## src/rtl/rf_port_arbiter_if.sv

```systemverilog
// Client-side bus of rf_port_arbiter: per-port request/op/address/write data in,
// combinational one-hot grant and shared read-return out.
interface rf_port_arbiter_if #(
  parameter int NPORTS = 4,
  parameter int DW     = 32,
  parameter int AW     = 4
);
  logic [NPORTS-1:0]    req;
  logic [NPORTS-1:0]    we;
  logic [NPORTS*AW-1:0] addr;
  logic [NPORTS*DW-1:0] wdata;
  logic [NPORTS-1:0]    gnt;
  logic [NPORTS-1:0]    rvalid;
  logic [DW-1:0]        rdata;

  // master: the client ports; slave: the arbiter
  modport master (
    output req, we, addr, wdata,
    input  gnt, rvalid, rdata
  );

  modport slave (
    input  req, we, addr, wdata,
    output gnt, rvalid, rdata
  );
endinterface

```

## src/rtl/rf_port_arbiter.sv

```systemverilog
// Shares one register file among NPORTS clients; RF_ARB_ROUND_ROBIN_EN selects round-robin, else fixed priority.
// Command registered 1 cycle after grant, read data 2 cycles after; a losing port stalls by holding req.
module rf_port_arbiter #(
  parameter int NPORTS = 4,
  parameter int DW     = 32,
  parameter int AW     = 4
) (
  input  logic                clk0,
  input  logic                reset,
  rf_port_arbiter_if.slave    bus,
  output logic                rf_wr_en,
  output logic [AW-1:0]       rf_wr_addr,
  output logic [DW-1:0]       rf_wr_data,
  output logic                rf_rd_en,
  output logic [AW-1:0]       rf_rd_addr,
  input  logic [DW-1:0]       rf_rd_data
);
  localparam int IW = $clog2(NPORTS);

  logic [NPORTS-1:0] gnt_c;
  logic [IW-1:0]     gnt_idx;
  logic              accept;
  logic              sel_we;
  logic [AW-1:0]     sel_addr;
  logic [DW-1:0]     sel_wdata;

  logic              tag1_vld;
  logic [IW-1:0]     tag1_idx;
  logic              tag2_vld;
  logic [IW-1:0]     tag2_idx;
  logic [NPORTS-1:0] rvalid_q;
  logic [DW-1:0]     rdata_q;

`ifdef RF_ARB_ROUND_ROBIN_EN
  logic [IW-1:0] ptr_q;
  logic [IW-1:0] scan_idx;
  logic          found;

  // Scan from the pointer upward with wrap; first requester wins.
  always_comb begin
    gnt_c    = '0;
    scan_idx = '0;
    found    = 1'b0;
    for (int k = 0; k < NPORTS; k++) begin
      scan_idx = IW'((int'(ptr_q) + k) % NPORTS);
      if (!found && bus.req[scan_idx]) begin
        gnt_c[scan_idx] = 1'b1;
        found           = 1'b1;
      end
    end
    if (!reset) begin
      gnt_c = '0;
    end
  end

  always_ff @(posedge clk0 or negedge reset) begin
    if (!reset) begin
      ptr_q <= '0;
    end else if (accept) begin
      ptr_q <= (gnt_idx == IW'(NPORTS - 1)) ? '0 : gnt_idx + 1'b1;
    end
  end
`else
  // Isolate the lowest set request bit.
  always_comb begin
    gnt_c = '0;
    if (reset) begin
      gnt_c = bus.req & (~bus.req + 1'b1);
    end
  end
`endif

  assign bus.gnt = gnt_c;
  assign accept  = |gnt_c;

  always_comb begin
    gnt_idx   = '0;
    sel_we    = 1'b0;
    sel_addr  = '0;
    sel_wdata = '0;
    for (int i = 0; i < NPORTS; i++) begin
      if (gnt_c[i]) begin
        gnt_idx   = IW'(i);
        sel_we    = bus.we[i];
        sel_addr  = bus.addr[i*AW +: AW];
        sel_wdata = bus.wdata[i*DW +: DW];
      end
    end
  end

  // Address/data registers only load on their own op so they hold when idle.
  always_ff @(posedge clk0 or negedge reset) begin
    if (!reset) begin
      rf_wr_en   <= 1'b0;
      rf_rd_en   <= 1'b0;
      rf_wr_addr <= '0;
      rf_wr_data <= '0;
      rf_rd_addr <= '0;
    end else begin
      rf_wr_en <= accept & sel_we;
      rf_rd_en <= accept & ~sel_we;
      if (accept && sel_we) begin
        rf_wr_addr <= sel_addr;
        rf_wr_data <= sel_wdata;
      end
      if (accept && !sel_we) begin
        rf_rd_addr <= sel_addr;
      end
    end
  end

  // Tag stage 1 tracks the RF command cycle, stage 2 the RF data cycle.
  always_ff @(posedge clk0 or negedge reset) begin
    if (!reset) begin
      tag1_vld <= 1'b0;
      tag1_idx <= '0;
      tag2_vld <= 1'b0;
      tag2_idx <= '0;
      rvalid_q <= '0;
      rdata_q  <= '0;
    end else begin
      tag1_vld <= accept & ~sel_we;
      if (accept && !sel_we) begin
        tag1_idx <= gnt_idx;
      end
      tag2_vld <= tag1_vld;
      tag2_idx <= tag1_idx;
      rvalid_q <= '0;
      if (tag2_vld) begin
        rvalid_q[tag2_idx] <= 1'b1;
        rdata_q            <= rf_rd_data;
      end
    end
  end

  assign bus.rvalid = rvalid_q;
  assign bus.rdata  = rdata_q;

  a_cmd_exclusive: assert property (@(posedge clk0) disable iff (!reset)
    !(rf_wr_en && rf_rd_en));
  a_gnt_onehot: assert property (@(posedge clk0) disable iff (!reset)
    $onehot0(bus.gnt));
  a_gnt_on_req: assert property (@(posedge clk0) disable iff (!reset)
    (bus.gnt & ~bus.req) == '0);
endmodule
```

## src/flat_wrapper.sv

```systemverilog
// flat-port wrapper written by rule: the top's interface ports become plain ports
module rf_port_arbiter_flat 
#(
  parameter int NPORTS = 4,
  parameter int DW     = 32,
  parameter int AW     = 4
)
  (clk0, reset, rf_wr_en, rf_wr_addr, rf_wr_data, rf_rd_en, rf_rd_addr, rf_rd_data, bus_req, bus_we, bus_addr, bus_wdata, bus_gnt, bus_rvalid, bus_rdata);
  rf_port_arbiter_if #(.NPORTS(NPORTS), .DW(DW), .AW(AW)) bus_i ();
  input  logic clk0;
  input  logic reset;
  output logic rf_wr_en;
  output logic [AW-1:0] rf_wr_addr;
  output logic [DW-1:0] rf_wr_data;
  output logic rf_rd_en;
  output logic [AW-1:0] rf_rd_addr;
  input  logic [DW-1:0] rf_rd_data;
  input wire logic [$bits(bus_i.req)-1:0] bus_req;
  input wire logic [$bits(bus_i.we)-1:0] bus_we;
  input wire logic [$bits(bus_i.addr)-1:0] bus_addr;
  input wire logic [$bits(bus_i.wdata)-1:0] bus_wdata;
  output wire logic [$bits(bus_i.gnt)-1:0] bus_gnt;
  output wire logic [$bits(bus_i.rvalid)-1:0] bus_rvalid;
  output wire logic [$bits(bus_i.rdata)-1:0] bus_rdata;
  assign bus_i.req = bus_req;
  assign bus_i.we = bus_we;
  assign bus_i.addr = bus_addr;
  assign bus_i.wdata = bus_wdata;
  assign bus_gnt = bus_i.gnt;
  assign bus_rvalid = bus_i.rvalid;
  assign bus_rdata = bus_i.rdata;
  rf_port_arbiter #(.NPORTS(NPORTS), .DW(DW), .AW(AW)) u_core (.clk0(clk0), .reset(reset), .bus(bus_i), .rf_wr_en(rf_wr_en), .rf_wr_addr(rf_wr_addr), .rf_wr_data(rf_wr_data), .rf_rd_en(rf_rd_en), .rf_rd_addr(rf_rd_addr), .rf_rd_data(rf_rd_data));
endmodule
```

## config.mk

```make
export PLATFORM = sky130hd
export DESIGN_NAME = rf_port_arbiter_flat
export DESIGN_NICKNAME = d
export VERILOG_FILES = /design/src/rtl/rf_port_arbiter_if.sv /design/src/rtl/rf_port_arbiter.sv /design/src/flat_wrapper.sv
export SDC_FILE = /design/constraint.sdc
export NUM_CORES = 1
export LEC_CHECK = 0
export BUFFER_PORTS_ARGS = -buffer_cell sky130_fd_sc_hd__buf_2
export CAP_MARGIN = 0
export CORE_ASPECT_RATIO = 1.2
export CORE_MARGIN = 5
export CORE_UTILIZATION = 38
export DETAILED_ROUTE_END_ITERATION = 7
export GPL_TIMING_DRIVEN = 0
export PLACE_DENSITY_LB_ADDON = 0.08
export SLEW_MARGIN = 10
export SYNTH_ARGS = -nofsm -noshare
export SYNTH_HDL_FRONTEND = slang
export SYNTH_SLANG_ARGS = --single-unit
```

## constraint.sdc

```tcl
create_clock -name clk0 -period 1.5 [get_ports clk0]
set_input_delay 0.075 -clock clk0 [delete_from_list [all_inputs] [get_ports clk0]]
set_output_delay 0.075 -clock clk0 [all_outputs]
set_load 0.05 [all_outputs]
```

==> metrics.yaml, run 1 <==
drt:
  postRouteAntennaNets: 0
  vias: 4246
  wl_per_cell_um: 17.6
  drt_wl_total_um: 14600
  firstDrtPassIters: 4
  avgViaCountPerCell: 5.11
  drc: 0
  drt_first_iter_violations: 119
pwr:
  p_leak_uw: 0.00311
  clkPwrFrac: 0.277
  switchingPower_uw: 3030
  p_total_uw: 7910
  power_density_nw_per_um2: 1250
  switching_share: 0.382
  vdd_drop_max_uv: 646
  seq_power_share: 0.356
  combPwrFrac: 0.367
  p_int_uw: 4890
critical_path:
  crit_type: "register to register"
  cp.arrival_ns: 1.66
  r2r_cells: 2
  worst_path_largest_cell_delay_ns: 0.60
  path_delay_family: "flip-flops"
  crit_path_end_kind: "register"
  cp.required_ns: 1.71
  critPathMaxFanout: 10
  critPathLaunchType: "register"
  rr_endpoint: "u_core.bus.rdata[16]$_DFFE_PN0P_"
  cp_slowest_cell: "dfrtp_1"
  crit_buf_inv: 1
  rrSetupSlack_ns: 0.05
  r2r_start: "u_core.tag2_vld$_DFF_PN0_"
  cp_cell_sequence: "clkbuf_2 > mux2_2"
logic_synthesis:
  synth_top_flop_cell: "dfrtp_1"
  syn_avg_cell_area_um2: 10.7
  async_flop_share: 1.00
  synth_cell_types: 32
  synth.area.top_cells: "dfrtp_1 (52%), mux2_2 (9.4%), a221o_1 (8.1%)"
  synth_edf_count: 0
  yosysWarnings: 0
  synthCells: 370
  yosys.area.top_type_share: 0.524
  ys_ff_latch: 83
  synth_most_common_cell: "dfrtp_1"
  synth_area_leader_cell: "dfrtp_1"
  ys_top_cells_by_count: "dfrtp_1 (83), nand2_1 (40), nor2_1 (40)"
  ys_seq_area_frac: 0.524
  netlist_area_um2: 3960
  synthesis.nets: 556
cells_and_area:
  drive_gt1_frac: 0.485
  nets: 887
  seq_area_um2: 2080
  multi_input_area_um2: 1710
  area_growth_pct: 60.3
  post-route-util: 0.628
  antenna_cells: 0
  n_fill_cell: 863
  fin_area_um2: 6350
cts:
  cts_tree: "yes"
  clock_latency_ns: 0.33
  clockBufferDepth: 2
  path_clk_slew_ns: 0.06
  cts_sinks: 83
  cts_buffers: 9
  ctsHtreeMaxLevel: 3
  cts_root_buffer: "clkbuf_16"
sta:
  finalHoldViolCount: 0
  min_period_ns: 1.45
  fin_tns_setup_ns: 0
  slew_headroom: 0.572
  slew_viol_final: 0
  period_share: 0.965
  setup_viol: 0
  rsz0062_at_grt: "no"
  fmax_mhz: 691
  worst_pin_slew_ns: 0.641
  fin_worst_skew_ns: 0.00548
  fin_hold_ws_ns: 0.00778
die:
  core_area_um2: 10100
  fp.dieW_um: 103
  io_pins: 268
  die_y_um: 122
  num_rows: 40
  initial_utilization: 0.392
  dieArea_um2: 12600
hold_path:
  whs_endpoint: "u_core.rf_wr_data[21]$_DFFE_PN0P_"
  holdPathStages: 3
  worstHoldStart: "bus_wdata[117]"
  worstHoldPathType: "primary input to register"
placement:
  placed_area_um2: 5480
  dp_hpwl_um: 11100
  io_buffers: 266
  routabilityCongestion: 0.866
global_routing:
  grt_pass1_wl_um: 22200
  grt_usage: 0.229
  antenna_found_initial: 0
  grt_max_degree: 61
  grt_pass1_vias: 4519
  overflow: 0
flow_run:
  max_cap_violations: 0
outcome:
  status: "finished clean"
layout make-up:
cell class | instances | share of cell area
flip-flops and latches | 83 | 0.327
repair buffers | 322 | 0.304
multi-input cells | 252 | 0.270
clock buffers | 13 | 0.0410
plain buffers | 30 | 0.0260
well taps | 126 | 0.0248
clock inverters | 2 | 0.00552
inverters | 3 | 0.00177
sequential cells by signal (all words and copies together) (netlist names):
name	cells
u_core.bus.rvalid	4
u_core.rf_rd_addr	4
u_core.bus.rdata	32
u_core.rf_wr_data	32
u_core.tag2_idx	2
u_core.rf_rd_en	1
u_core.rf_wr_en	1
u_core.tag2_vld	1
u_core.rf_wr_addr	4
u_core.tag1_idx	2
cells by family after synthesis:
| group | after synthesis | share of synthesized area |
|---|---|---|
| simple gates | 98 | 0.111 |
| flops | 83 | 0.524 |
| mux | 34 | 0.0967 |
| buf+inv | 35 | 0.0436 |
| compound gates | 120 | 0.224 |
worst min-delay path, stage by stage:
cell and delay (ns):
buf_2 0.10, nand2_1 0.04, a31oi_1 0.08
power groups by stage:
stage	Sequential [uW]	Clock, uW	Combinational (uW)
2_1_floorplan	4150	0	607
4_1_cts	2810	2250	2930
3_3_place_gp	2820	0	2780
6_report	2820	2190	2900
5_1_grt	2860	2330	3080
3_5_place_dp	2840	0	2810
worst max-delay path by stage:
stage                                    startpoint                           endpoint  slack (ns)  depth (start not counted)
final                     u_core.tag2_vld$_DFF_PN0_   u_core.bus.rdata[16]$_DFFE_PN0P_        0.05                          2
after global routing                     bus_req[1]  u_core.rf_wr_data[27]$_DFFE_PN0P_       0.002                          6
after CTS                 u_core.tag2_vld$_DFF_PN0_   u_core.bus.rdata[16]$_DFFE_PN0P_        0.05                          2
after detailed placement                      reset  u_core.rf_wr_data[16]$_DFFE_PN0P_       -0.49                          7
after global placement                        reset  u_core.rf_wr_data[28]$_DFFE_PN0P_       -1.63                          7
after floorplan                          bus_req[0]  u_core.rf_wr_data[21]$_DFFE_PN0P_        0.04                          7
timing repair:
| item | CTS | global route |
|---|---|---|
| setup endpoints to repair | 50 | 1 |
| hold buffers | 55 | 0 |
| buffers inserted | 0 | 0 |
| gates resized for setup | 8 | 1 |
| endpoints found under the hold margin | 136 | 0 |
metrics by stage:
stage                     setup WS (ns)  cells
final                            0.0519    831
after global routing            0.00176    831
after CTS                        0.0525    831
after detailed placement         -0.486    763
after global placement            -1.63    762
after floorplan                  0.0430    370
layer usage:
| layer | up-vias | wire length [um] | GRT usage |
|---|---|---|---|
| li1 | 2038 | - | - |
| met1 | 1977 | 5480 | 0.255 |
| met2 | 206 | 7640 | 0.427 |
| met3 | 25 | 1150 | 0.0447 |
| met4 | 0 | 332 | 0.0777 |
| met5 | - | 0 | 0 |
placed cells by master (no fill, tap or decap), types with 2 or more instances in the layout:
cell type and instances:
clkbuf_1 10, buf_6 3, clkbuf_2 5, dlygate4sd3_1 54, nor2b_1 3, a21oi_1 4, buf_2 274, nand2_1 39
inv_2 2, o311ai_0 4, a31oi_1 32, nand2b_1 5, a211oi_1 4, clkbuf_8 2, nor3b_1 2, nor2_1 40
a221o_1 32, and3_1 2, a2bb2oi_1 3, o21ai_0 37, mux2_2 33, dfrtp_1 83, buf_4 6, clkbuf_16 9
(Power assumes the default switching activity.)
==> run 2, diff against run 1 <==
Settings changed: CORE_UTILIZATION 38 to 39, CTS_BUF_LIST set to sky130_fd_sc_hd__clkbuf_8, PLACE_DENSITY set to 0.76, PLACE_DENSITY_LB_ADDON 0.08 to not set.
==> metrics.yaml, run 2 (synthesis results as in run 1) <==
sta:
  fin_hold_ws_ns: 0.0549  # +0.0472 ns
  min_period_ns: 1.41  # -0.0407 ns
  setup_viol: 0  # unchanged
  fmax_mhz: 711  # +2.9%
  period_share: 0.938  # -0.0271
  slew_viol_final: 0  # unchanged
  slew_headroom: 0.578  # +0.00513
  worst_pin_slew_ns: 0.634  # -0.00770 ns
  fin_tns_setup_ns: 0  # unchanged
  fin_worst_skew_ns: 0.00589  # +0.000412 ns
  finalHoldViolCount: 0  # unchanged
cells_and_area:
  drive_gt1_frac: 0.478  # -0.00672
  nets: 898  # +1.2%
  mostFrequentLayoutCells: "buf_2 (274), dfrtp_1 (82), dlygate4sd3_1 (65)"
  post-route-util: 0.642  # +0.0145
  antenna_cells: 0  # unchanged
  area_growth_pct: 61.5
  final_common_cell: "buf_2"
critical_path:
  crit_path_end_kind: "output pin"
  critPathLaunchType: "primary input"
  cp.required_ns: 1.42  # -0.29 ns
  critPathMaxFanout: 10  # unchanged
  cp.arrival_ns: 1.33  # -0.33 ns
  crit_type: "primary input to output pin"
outcome:
  status: "finished clean"
global_routing:
  grt_pass1_vias: 4673  # +3.4%
  antenna_found_initial: 0  # unchanged
  overflow: 0  # unchanged
  grt_usage: 0.238  # +0.00884
  grt_max_degree: 56  # -8.2%
  grt_pass1_wl_um: 23100  # +3.9%
pwr:
  clkPwrFrac: 0.238  # -0.039
  seq_power_share: 0.373  # +0.017
  switching_share: 0.402  # +0.0197
  vdd_drop_max_uv: 564  # -13%
  combPwrFrac: 0.389  # +0.022
  power_density_nw_per_um2: 1180  # -5.2%
  p_total_uw: 7560  # -4.5%
  switchingPower_uw: 3040  # +0.45%
  p_leak_uw: 0.00312  # +0.36%
  p_int_uw: 4520  # -7.5%
hold_path:
  worstHoldPathType: "primary input to register"
flow_run:
  max_cap_violations: 0  # unchanged
cts:
  clockBufferDepth: 2  # unchanged
  ctsHtreeMaxLevel: 3  # unchanged
  path_clk_slew_ns: 0.08  # +0.02 ns
  cts_tree: "yes"
  post_cts.repair.setup_buffers: 0  # unchanged
  cts_root_buffer: "clkbuf_8"
  clock_latency_ns: 0.35  # +0.02 ns
  cts_buffers: 9  # unchanged
  cts_sinks: 83  # unchanged
die:
  fp.dieW_um: 102  # -1.2%
  dieArea_um2: 12300  # -2.3%
  core_area_um2: 9960  # -1.5%
  io_pins: 268  # unchanged
  die_y_um: 120  # -1.2%
  initial_utilization: 0.398  # +0.00591
  num_rows: 40  # unchanged
placement:
  io_buffers: 266  # unchanged
  routabilityCongestion: 0.935  # +7.9%
  dp_hpwl_um: 11000  # -1.4%
drt:
  avgViaCountPerCell: 5.24  # +2.6%
  vias: 4421  # +4.1%
  postRouteAntennaNets: 0  # unchanged
  firstDrtPassIters: 7  # +3
  drt_first_iter_violations: 180  # +51%
  drt_wl_total_um: 14900  # +2.2%
  drc: 0  # unchanged
  wl_per_cell_um: 17.7  # +0.74%
[run 2: routing by layer]
layer	routed length, um	vias to the layer above	GRT usage
met2	7630	251	0.426
met3	1370	40	0.0502
li1	-	2055	-
met1	5430	2075	0.270
met4	488	0	0.101
met5	0	-	0
[run 2: timing repair]
action / 4_1_cts / 5_1_grt
gates resized for setup: 7 / 4
endpoints found under the hold margin: 147 / 0
cloned: 0 / 0
hold buffers: 66 / 0
endpoints found under the setup margin: 58 / 12
[run 2: layout make-up]
cell class                 instances  area, um^2
buffer                            30         164
clock buffer                      10         138
clock inverter                     6        88.8
fill                             805        3560
inverter                           3        13.8
multi-input combinational        252        1710
sequential                        83        2080
tap                              126         158
timing repair buffer             333        2050
[run 2: power groups by stage]
stage	Combinational (uW)	Clock (uW)	Sequential [uW]
2_1_floorplan	607	0	4150
3_3_place_gp	2750	0	2830
3_5_place_dp	2800	0	2850
4_1_cts	2940	1840	2810
5_1_grt	3100	1920	2870
6_report	2940	1800	2820
[run 2: critical path, stage by stage]
cell and delay [ns]:
buf_2 0.20, and2_1 0.15, clkbuf_1 0.29, clkbuf_4 0.31
buf_2 0.29
[run 2: worst paths after layout]
check	start	end	slack (ns)	cells after the start
hold reg to reg	u_core.tag1_idx[0]$_DFFE_PN0P_	u_core.tag2_idx[0]$_DFF_PN0_	0.39	0
setup / recovery	bus_req[0]	bus_gnt[0]	0.09	5
hold / removal	bus_addr[14]	u_core.rf_wr_addr[2]$_DFFE_PN0P_	0.05	3
min in group asynchronous	reset	u_core.rf_wr_addr[3]$_DFFE_PN0P_	0.30	3
max in group asynchronous	reset	u_core.rf_wr_data[14]$_DFFE_PN0P_	0.71	4
setup reg to reg	u_core.tag2_vld$_DFF_PN0_	u_core.bus.rdata[12]$_DFFE_PN0P_	0.18	2
[run 2: stage by stage]
step,instance area [um^2],setup slack (ns),cells
after floorplan,3960,0.0430,370
after CTS,6390,0.0239,844
after global routing,6400,-0.000969,843
final,6400,0.0925,843
after global placement,5450,-1.59,762
after detailed placement,5480,-0.538,763
